### src/rtl/driver_display_scan.sv
// Multiplexed segment-display scanner with double-buffered patterns and per-digit enables.
// Optional DRIVER_DISPLAY_DIM_EN adds a 4-bit brightness input that shortens each digit's ON time.
`timescale 1ns / 1ps

module driver_display_scan #(
   parameter int unsigned      NUM_DIGITS    = 4,
   parameter int unsigned      SEG_W         = 8,
   parameter int unsigned      PRESCALE      = 1000,
   parameter int unsigned      DEAD_CYCLES   = 2,
   parameter logic [SEG_W-1:0] BLANK_PATTERN = '1
) (
   input  logic                        display_clock,
   input  logic                        reset_n,
   input  logic [NUM_DIGITS*SEG_W-1:0] digits_in,
   input  logic [NUM_DIGITS-1:0]       digit_en,
   input  logic                        load,
`ifdef DRIVER_DISPLAY_DIM_EN
   input  logic [3:0]                  brightness,
`endif
   output logic [NUM_DIGITS-1:0]       digits,
   output logic [SEG_W-1:0]            segments,
   output logic                        frame_done
);

   localparam int unsigned CNT_MAX = (PRESCALE > DEAD_CYCLES) ? PRESCALE : DEAD_CYCLES;
   localparam int unsigned PC_W    = $clog2(CNT_MAX + 1);
   localparam int unsigned IDX_W   = $clog2(NUM_DIGITS);
   localparam bit          NO_DEAD = (DEAD_CYCLES == 0);

   localparam logic [PC_W-1:0]  PS_LAST   = PC_W'(PRESCALE - 1);
   localparam logic [PC_W-1:0]  DEAD_LAST = PC_W'(NO_DEAD ? 0 : DEAD_CYCLES - 1);
   localparam logic [IDX_W-1:0] IDX_LAST  = IDX_W'(NUM_DIGITS - 1);

   typedef enum logic [0:0] {StActive, StDead} state_e;

   state_e                             state_q;
   logic [PC_W-1:0]                    pc_q;
   logic [IDX_W-1:0]                   idx_q;
   logic [NUM_DIGITS-1:0][SEG_W-1:0]   pend_pat_q;
   logic [NUM_DIGITS-1:0][SEG_W-1:0]   act_pat_q;
   logic [NUM_DIGITS-1:0]              pend_mask_q;
   logic [NUM_DIGITS-1:0]              act_mask_q;
   logic                               pend_q;

   logic                  advance;
   logic                  boundary;
   logic                  sel_on;
   logic [IDX_W-1:0]      idx_next;
   logic [NUM_DIGITS-1:0] digits_d;
   logic [SEG_W-1:0]      segments_d;

   always_comb begin
      advance  = ((state_q == StActive) && (pc_q == PS_LAST) && NO_DEAD) ||
                 ((state_q == StDead) && (pc_q == DEAD_LAST));
      boundary = advance && (idx_q == IDX_LAST);
      idx_next = (idx_q == IDX_LAST) ? '0 : idx_q + 1'b1;
   end

   always_comb begin
      sel_on = (state_q == StActive) && act_mask_q[idx_q];
`ifdef DRIVER_DISPLAY_DIM_EN
      // ON for the first (brightness+1)/16 of the slot
      sel_on = sel_on &&
               ((32'(pc_q) << 4) < ((32'(brightness) + 32'd1) * PRESCALE));
`endif
      digits_d   = '1;
      segments_d = BLANK_PATTERN;
      if (sel_on) begin
         digits_d[idx_q] = 1'b0;
         segments_d      = act_pat_q[idx_q];
      end
   end

   always_ff @(posedge display_clock or negedge reset_n) begin
      if (!reset_n) begin
         state_q     <= StActive;
         pc_q        <= '0;
         idx_q       <= '0;
         pend_q      <= 1'b0;
         pend_pat_q  <= {NUM_DIGITS{BLANK_PATTERN}};
         act_pat_q   <= {NUM_DIGITS{BLANK_PATTERN}};
         pend_mask_q <= '0;
         act_mask_q  <= '0;
         digits      <= '1;
         segments    <= BLANK_PATTERN;
         frame_done  <= 1'b0;
      end else begin
         unique case (state_q)
            StActive: begin
               if (pc_q == PS_LAST) begin
                  pc_q <= '0;
                  if (NO_DEAD) begin
                     idx_q <= idx_next;
                  end else begin
                     state_q <= StDead;
                  end
               end else begin
                  pc_q <= pc_q + 1'b1;
               end
            end
            StDead: begin
               if (pc_q == DEAD_LAST) begin
                  pc_q    <= '0;
                  idx_q   <= idx_next;
                  state_q <= StActive;
               end else begin
                  pc_q <= pc_q + 1'b1;
               end
            end
         endcase

         // A load landing on the boundary bypasses the pending buffer
         if (boundary) begin
            if (load) begin
               act_pat_q  <= digits_in;
               act_mask_q <= digit_en;
            end else if (pend_q) begin
               act_pat_q  <= pend_pat_q;
               act_mask_q <= pend_mask_q;
            end
            pend_q <= 1'b0;
         end else if (load) begin
            pend_pat_q  <= digits_in;
            pend_mask_q <= digit_en;
            pend_q      <= 1'b1;
         end

         digits     <= digits_d;
         segments   <= segments_d;
         frame_done <= boundary;
      end
   end

endmodule

### config.mk
export PLATFORM = sky130hd
export DESIGN_NAME = driver_display_scan
export DESIGN_NICKNAME = d
export VERILOG_FILES = /design/src/rtl/driver_display_scan.sv
export SDC_FILE = /design/constraint.sdc
export NUM_CORES = 1
export LEC_CHECK = 0
export BUFFER_PORTS_ARGS = -buffer_cell sky130_fd_sc_hd__clkbuf_2
export CAP_MARGIN = 20
export CELL_PAD_IN_SITES_DETAIL_PLACEMENT = 0
export CELL_PAD_IN_SITES_GLOBAL_PLACEMENT = 1
export CORE_MARGIN = 1
export CORE_UTILIZATION = 43
export CTS_BUF_LIST = sky130_fd_sc_hd__clkbuf_2 sky130_fd_sc_hd__clkbuf_4 sky130_fd_sc_hd__clkbuf_8
export CTS_CLUSTER_DIAMETER = 150
export DETAILED_ROUTE_END_ITERATION = 16
export GPL_TIMING_DRIVEN = 0
export PLACE_DENSITY = 0.74
export SYNTH_ARGS = -nofsm -noshare
export SYNTH_HDL_FRONTEND = slang
export SYNTH_SLANG_ARGS = --single-unit
### constraint.sdc
create_clock -name display_clock -period 4.8 [get_ports display_clock]
set_input_delay 0.48 -clock display_clock [delete_from_list [all_inputs] [get_ports display_clock]]
set_output_delay 0.48 -clock display_clock [all_outputs]
set_load 0.01 [all_outputs]
# Word-level counts from Yosys, hierarchy flattened
# Index checks and enable logic that the tools add are counted.
word_totals:
  regBits: 99
  latch_bits: 0
  ram_bits: 0
  mem_bits_ro: 0
  inputBits: 39
  out_inout_bits: 13
  wordCells: 57
  n_memories: 0
op_classes:
  add_sub_neg: 2
  multipliers: 0
  div_mod_pow: 0
  magnitude_cmp: 2
  eq_ne: 3
  n_shift: 0
  muxes: 21
  n_bitwise: 3
  reduce_logical: 9
ops:
  columns: ["cell", "count"]
  rows:
  - ["$mux W32", 2]
  - ["$mux W10", 2]
  - ["$pmux W10 S2", 1]
  - ["$bmux W8 S2", 1]
  - ["$mux W8", 2]
  - ["$mux W4", 3]
  - ["$add A10 B1 Y10 const B", 1]
  - ["$eq A10 B1 Y1 const B", 1]
  - ["$eq A10 B10 Y1 const B", 1]
  - ["$mux W1", 6]
  - ["$reduce_and A2 Y1", 3]
  - ["$logic_and A1 B1 Y1", 4]
  - ["$not A4 Y4", 1]
  - ["$reduce_bool A2 Y1", 2]
  - ["$lt A2 B3 Y1 const B", 1]
  - ["$add A2 B1 Y2 const B", 1]
  - ["$bmux W1 S2", 1]
  - ["$demux W1 S2", 1]
  - ["$eq A2 B2 Y1 const B", 1]
  - ["$ge A2 B1 Y1 const B", 1]
  - ["$mux W2", 1]
  - ["$not A1 Y1", 2]
  - ["$pmux W1 S2", 1]

# Logic depth before layout (Yosys ltp)
depth:
  ltp_word: 6
  ltp_mapped: 8
  mapped_depth_nobuf: 6

# Worst setup path before layout
# OpenSTA, ideal clock, no wires.
synth_path:
  path_kind: "input to register"
  startpoint: "in load"
  endpoint: "reg act_mask_q[0]"
  setup_ps: 127
  arrival_ps: 1771
  required_ps: 4673
  slack_ps: 2901
  cell_stages: 4
  path_buffers: 2
  path_cell_list: "clkbuf_1 -> clkbuf_1 -> mux2_2 -> mux2_1"
synth_via:
  elab_chain_len: 2
  elab_cells_between_ends: 3
  cone_classes: "mux: 1; reduce/logical: 2"
synth_lines:
  columns: ["element", "line_no", "source"]
  rows:
  - ["start: declaration", "16", "input logic load,"]
  - ["$reduce_bool A2 Y1 (no source line)", null, null]
  - ["$reduce_and A2 Y1 (no source line)", null, null]
  - ["end signal: assignment", "116", "act_mask_q <= digit_en;"]
  - ["end signal: assignment", "119", "act_mask_q <= pend_mask_q;"]
  - ["end: declaration", "42", "logic [NUM_DIGITS-1:0] act_mask_q;"]
# Several ways; a longest one is shown, not always the timed one.
# A chain may end at the register's enable or synchronous reset.

# Worst setup path after layout
layout_path:
  startpoint: "reg pc_q[1]"
  endpoint: "reg act_mask_q[2]"
layout_via:
  elab_chain_len: 4
layout_lines:
  columns: ["element", "line_no", "source"]
  rows:
  - ["start: declaration", "37", "logic [PC_W-1:0] pc_q;"]
  - ["start signal: assignment", "98", "pc_q <= pc_q + 1'b1;"]
  - ["start signal: assignment", "107", "pc_q <= pc_q + 1'b1;"]
  - ["$eq A10 B1 Y1", "54", "((state_q == StDead) && (pc_q == DEAD_LAST));"]
  - ["$logic_and A1 B1 Y1", "54", null]
  - ["$logic_and A1 B1 Y1", "55", "boundary = advance && (idx_q == IDX_LAST);"]
  - ["$reduce_and A2 Y1 (no source line)", null, null]
# Every way passes these cells.

==> results.yml <==
synth:
  synth.area.mux_share_pct: 32.9
  synth_edf_count: 0
  ys_top_cells_by_area: "dfstp_2 43%, dfrtp_1 12%, mux2_2 12%, mux2_4 9.6%, mux2_1 7.2%"
  yosysSeqAreaShare_pct: 54.9
  synth_fa_ha_area_share_pct: 1.60
  syn_nets: 346
  netlist.area_leader.share_pct: 42.6
  synth_warnings: 0
  synth-compound-area-share_pct: 0.160
  synthSimpleGateAreaFrac_pct: 6.19
  synth_top_area_cell: "dfstp_2"
  synth_xor_xnor_area_share_pct: 1.49
  avgSynthCellArea_um2: 15.6
  ys_types: 29
  syn-cell-area_mm2: 0.00469
  netlist_instances: 301
  postSynth.asyncResetShare_pct: 100
  synth_seq_cells: 99
  synthFlopType: "dfstp_2"
  synth_top_family_by_area: "multiplexers"
route:
  via_per_inst: 5.10
  route.detailed.drc: 0
  drt_pass1_iterations: 4
  wl_per_cell_um: 17.1
  drtAntennaViolNets: 0
  drt_wl_total_um: 8660
  via_count: 2575
  first_iter_violations: 63
timing:
  worst_pin_slew_ns: 0.762
  max_freq_mhz: 467
  setup-violations-final: 0
  final.min_clock_period_ns: 2.14
  skew_ns: 0.0141
  whs_ns: 0.222
  hold_viol_final: 0
  rsz0062_at_grt: "no"
  drv_slew: 0
  post-route-period-util_pct: 44.6
  tns_ns: 0
  slew_headroom_pct: 49.2
grt:
  grt_pass1_wl_um: 14500
  grt_pass1_vias: 2743
  grt_max_degree: 56
  gr-total-overflow: 0
  grt_antenna_before_repair: 0
  track_usage_pct: 17.1
critical_path:
  worstReg2RegEnd: "act_mask_q[2]"
  cp_max_fo: 10
  worstSetupStartpoint: "pc_q[1]"
  r2r_start: "pc_q[1]"
  arrival_ns: 2.38
  cp_data_required_time_ns: 5.04
  path_class: "register to register"
  worstSetupStartpointType: "register"
  r2r_setup_slack_ns: 2.66
  worstSetupEndpointType: "register"
  r2r_cells: 8
cells_and_area:
  drive_above_1_share_pct: 66.1
  diodes: 0
  area_growth_pct: 14.5
  final_area_mm2: 0.00537
  layout.nets: 409
clocking:
  cts_buffer_depth: 2
  cts_tree: "done"
  root_buffer: "clkbuf_8"
  numCtsBuffers: 9
  clkTransAtPathRegs_ns: 0.09
  postCtsResizedCells: 0
  post_cts_buffers: 0
  clk_latency_ns: 0.37
  htreeDepth: 3
  cts_hold_buf: 0
  cts_sinks: 99
placement:
  gp_congestion: 0.798
  port_buffers: 51
  placed_area_mm2: 0.00514
  place_hpwl_um: 5850
floorplanning:
  core-area_mm2: 0.0105
  fp.dieArea_mm2: 0.0113
  rows: 37
  die_height_um: 106
  die_w_um: 106
  start_util_pct: 44.8
  io_pins: 52
job:
  cap_violations: 0
pwr:
  ir_worst_vdd_uv: 175
  leakage_nw: 2.35
  power_density_mw_per_mm2: 307
min_path:
  hold_path_class: "input pin to async pin"
outcome:
  outcome: "completed"
-- report_power, final --
group | total [mW] | leakage [nW] | internal (mW) | switching (mW)
Clock | 0.601 | 0.114 | 0.320 | 0.281
Sequential | 0.902 | 1.09 | 0.886 | 0.0158
Combinational | 0.146 | 1.15 | 0.0865 | 0.0595
-- per-stage QoR --
stage	worst slack (ns)	cells	power [mW]	util [%]
6_report	2.66	505	1.65	51.3
5_1_grt	2.52	505	1.72	51.3
4_1_cts	2.64	505	1.67	51.3
3_5_place_dp	2.35	489	1.06	49.2
3_3_place_gp	2.03	488	1.06	48.9
2_1_floorplan	2.90	301	1.00	-
-- worst max-delay path: stages, from the launching register on --
cell	delay, ns
dfrtp_1	0.41
inv_1	0.07
ha_1	0.15
nor4b_4	0.24
nand4_2	0.22
nor3b_2	0.19
buf_4	0.22
buf_6	0.19
mux2_1	0.33
-- cells by family (layout without fill, tap and decap cells) --
family / count (synthesis) / count (layout)
and+or+nand+nor: 50 / 50
buffers and inverters: 19 / 87
xor gates and xnor gates: 8 / 8
AOI/OAI and AO/OA: 1 / 1
muxes: 118 / 118
DFF: 99 / 99
adders and majority gates: 6 / 6
-- layout by cell type, fill, tap and decap left out --
cell / netlist / layout
dfstp_2: 76 / 76
nand3_1: 3 / 3
mux2_2: 49 / 49
nand4_2: 1 / 1
inv_4: 0 / 1
buf_16: 0 / 1
buf_4: 1 / 1
nor4b_1: 1 / 1
nand4_1: 2 / 2
buf_2: 1 / 1
nor2b_1: 3 / 3
bufinv_16: 0 / 2
clkbuf_8: 0 / 10
nand4b_1: 1 / 1
mux2_4: 30 / 30
xnor2_1: 6 / 6
or4_1: 1 / 1
mux4_2: 9 / 9
a21o_1: 1 / 1
ha_1: 6 / 6
and4_1: 2 / 2
clkinvlp_4: 0 / 1
clkbuf_4: 0 / 3
nor2_1: 12 / 12
inv_1: 3 / 3
nand2_1: 10 / 10
nor4b_4: 1 / 1
nor3b_2: 1 / 1
dfrtp_1: 23 / 23
buf_6: 7 / 7
mux2_1: 30 / 30
clkbuf_1: 7 / 7
clkbuf_2: 0 / 50
xor2_1: 2 / 2
nand2b_1: 8 / 8
nor3_1: 4 / 4
-- worst max-delay path by stage --
stage                     end  slack (ns)  cells past startpoint
2_1_floorplan   act_mask_q[0]        2.90                      4
3_3_place_gp   pend_mask_q[3]        2.03                      1
3_5_place_dp     act_pat_q[4]        2.35                      5
4_1_cts         act_mask_q[2]        2.64                      8
5_1_grt         act_mask_q[0]        2.52                      8
6_report        act_mask_q[2]        2.66                      8
-- flip-flops by register name (all words and copies together) (netlist names) --
register and flops:
pend_pat_q 32, act_pat_q 32, pend_mask_q 4, segments 8, idx_q 2, digits 4
act_mask_q 4, pc_q 10, frame_done 1, pend_q 1, state_q 1
-- cell usage after synthesis, drive strengths merged, types with 2 or more instances --
library cell  count
mux2            109
dfstp            76
dfrtp            23
nor2             12
nand2            10
buf               9
mux4              9
nand2b            8
clkbuf            7
ha                6
xnor2             6
nor3              4
inv               3
nand3             3
nand4             3
nor2b             3
and4              2
nor4b             2
xor2              2
-- per-layer routing --
layer	up-vias	GRT usage, %	wire, um
li1	1196	-	-
met5	-	0	0
met4	0	7.34	155
met2	34	27.9	4230
met3	13	2.64	193
met1	1332	22.5	4080
-- cell type report --
cell class	instances	area [um2]
flip-flops and latches	99	2570
multi-input cells	183	1990
fillers	930	5090
well taps	136	170
clock inverters	4	73.8
repair buffers	52	285
plain buffers	16	118
inverters	3	11.3
clock buffers	12	153
Power figures use the tool's default switching activity.
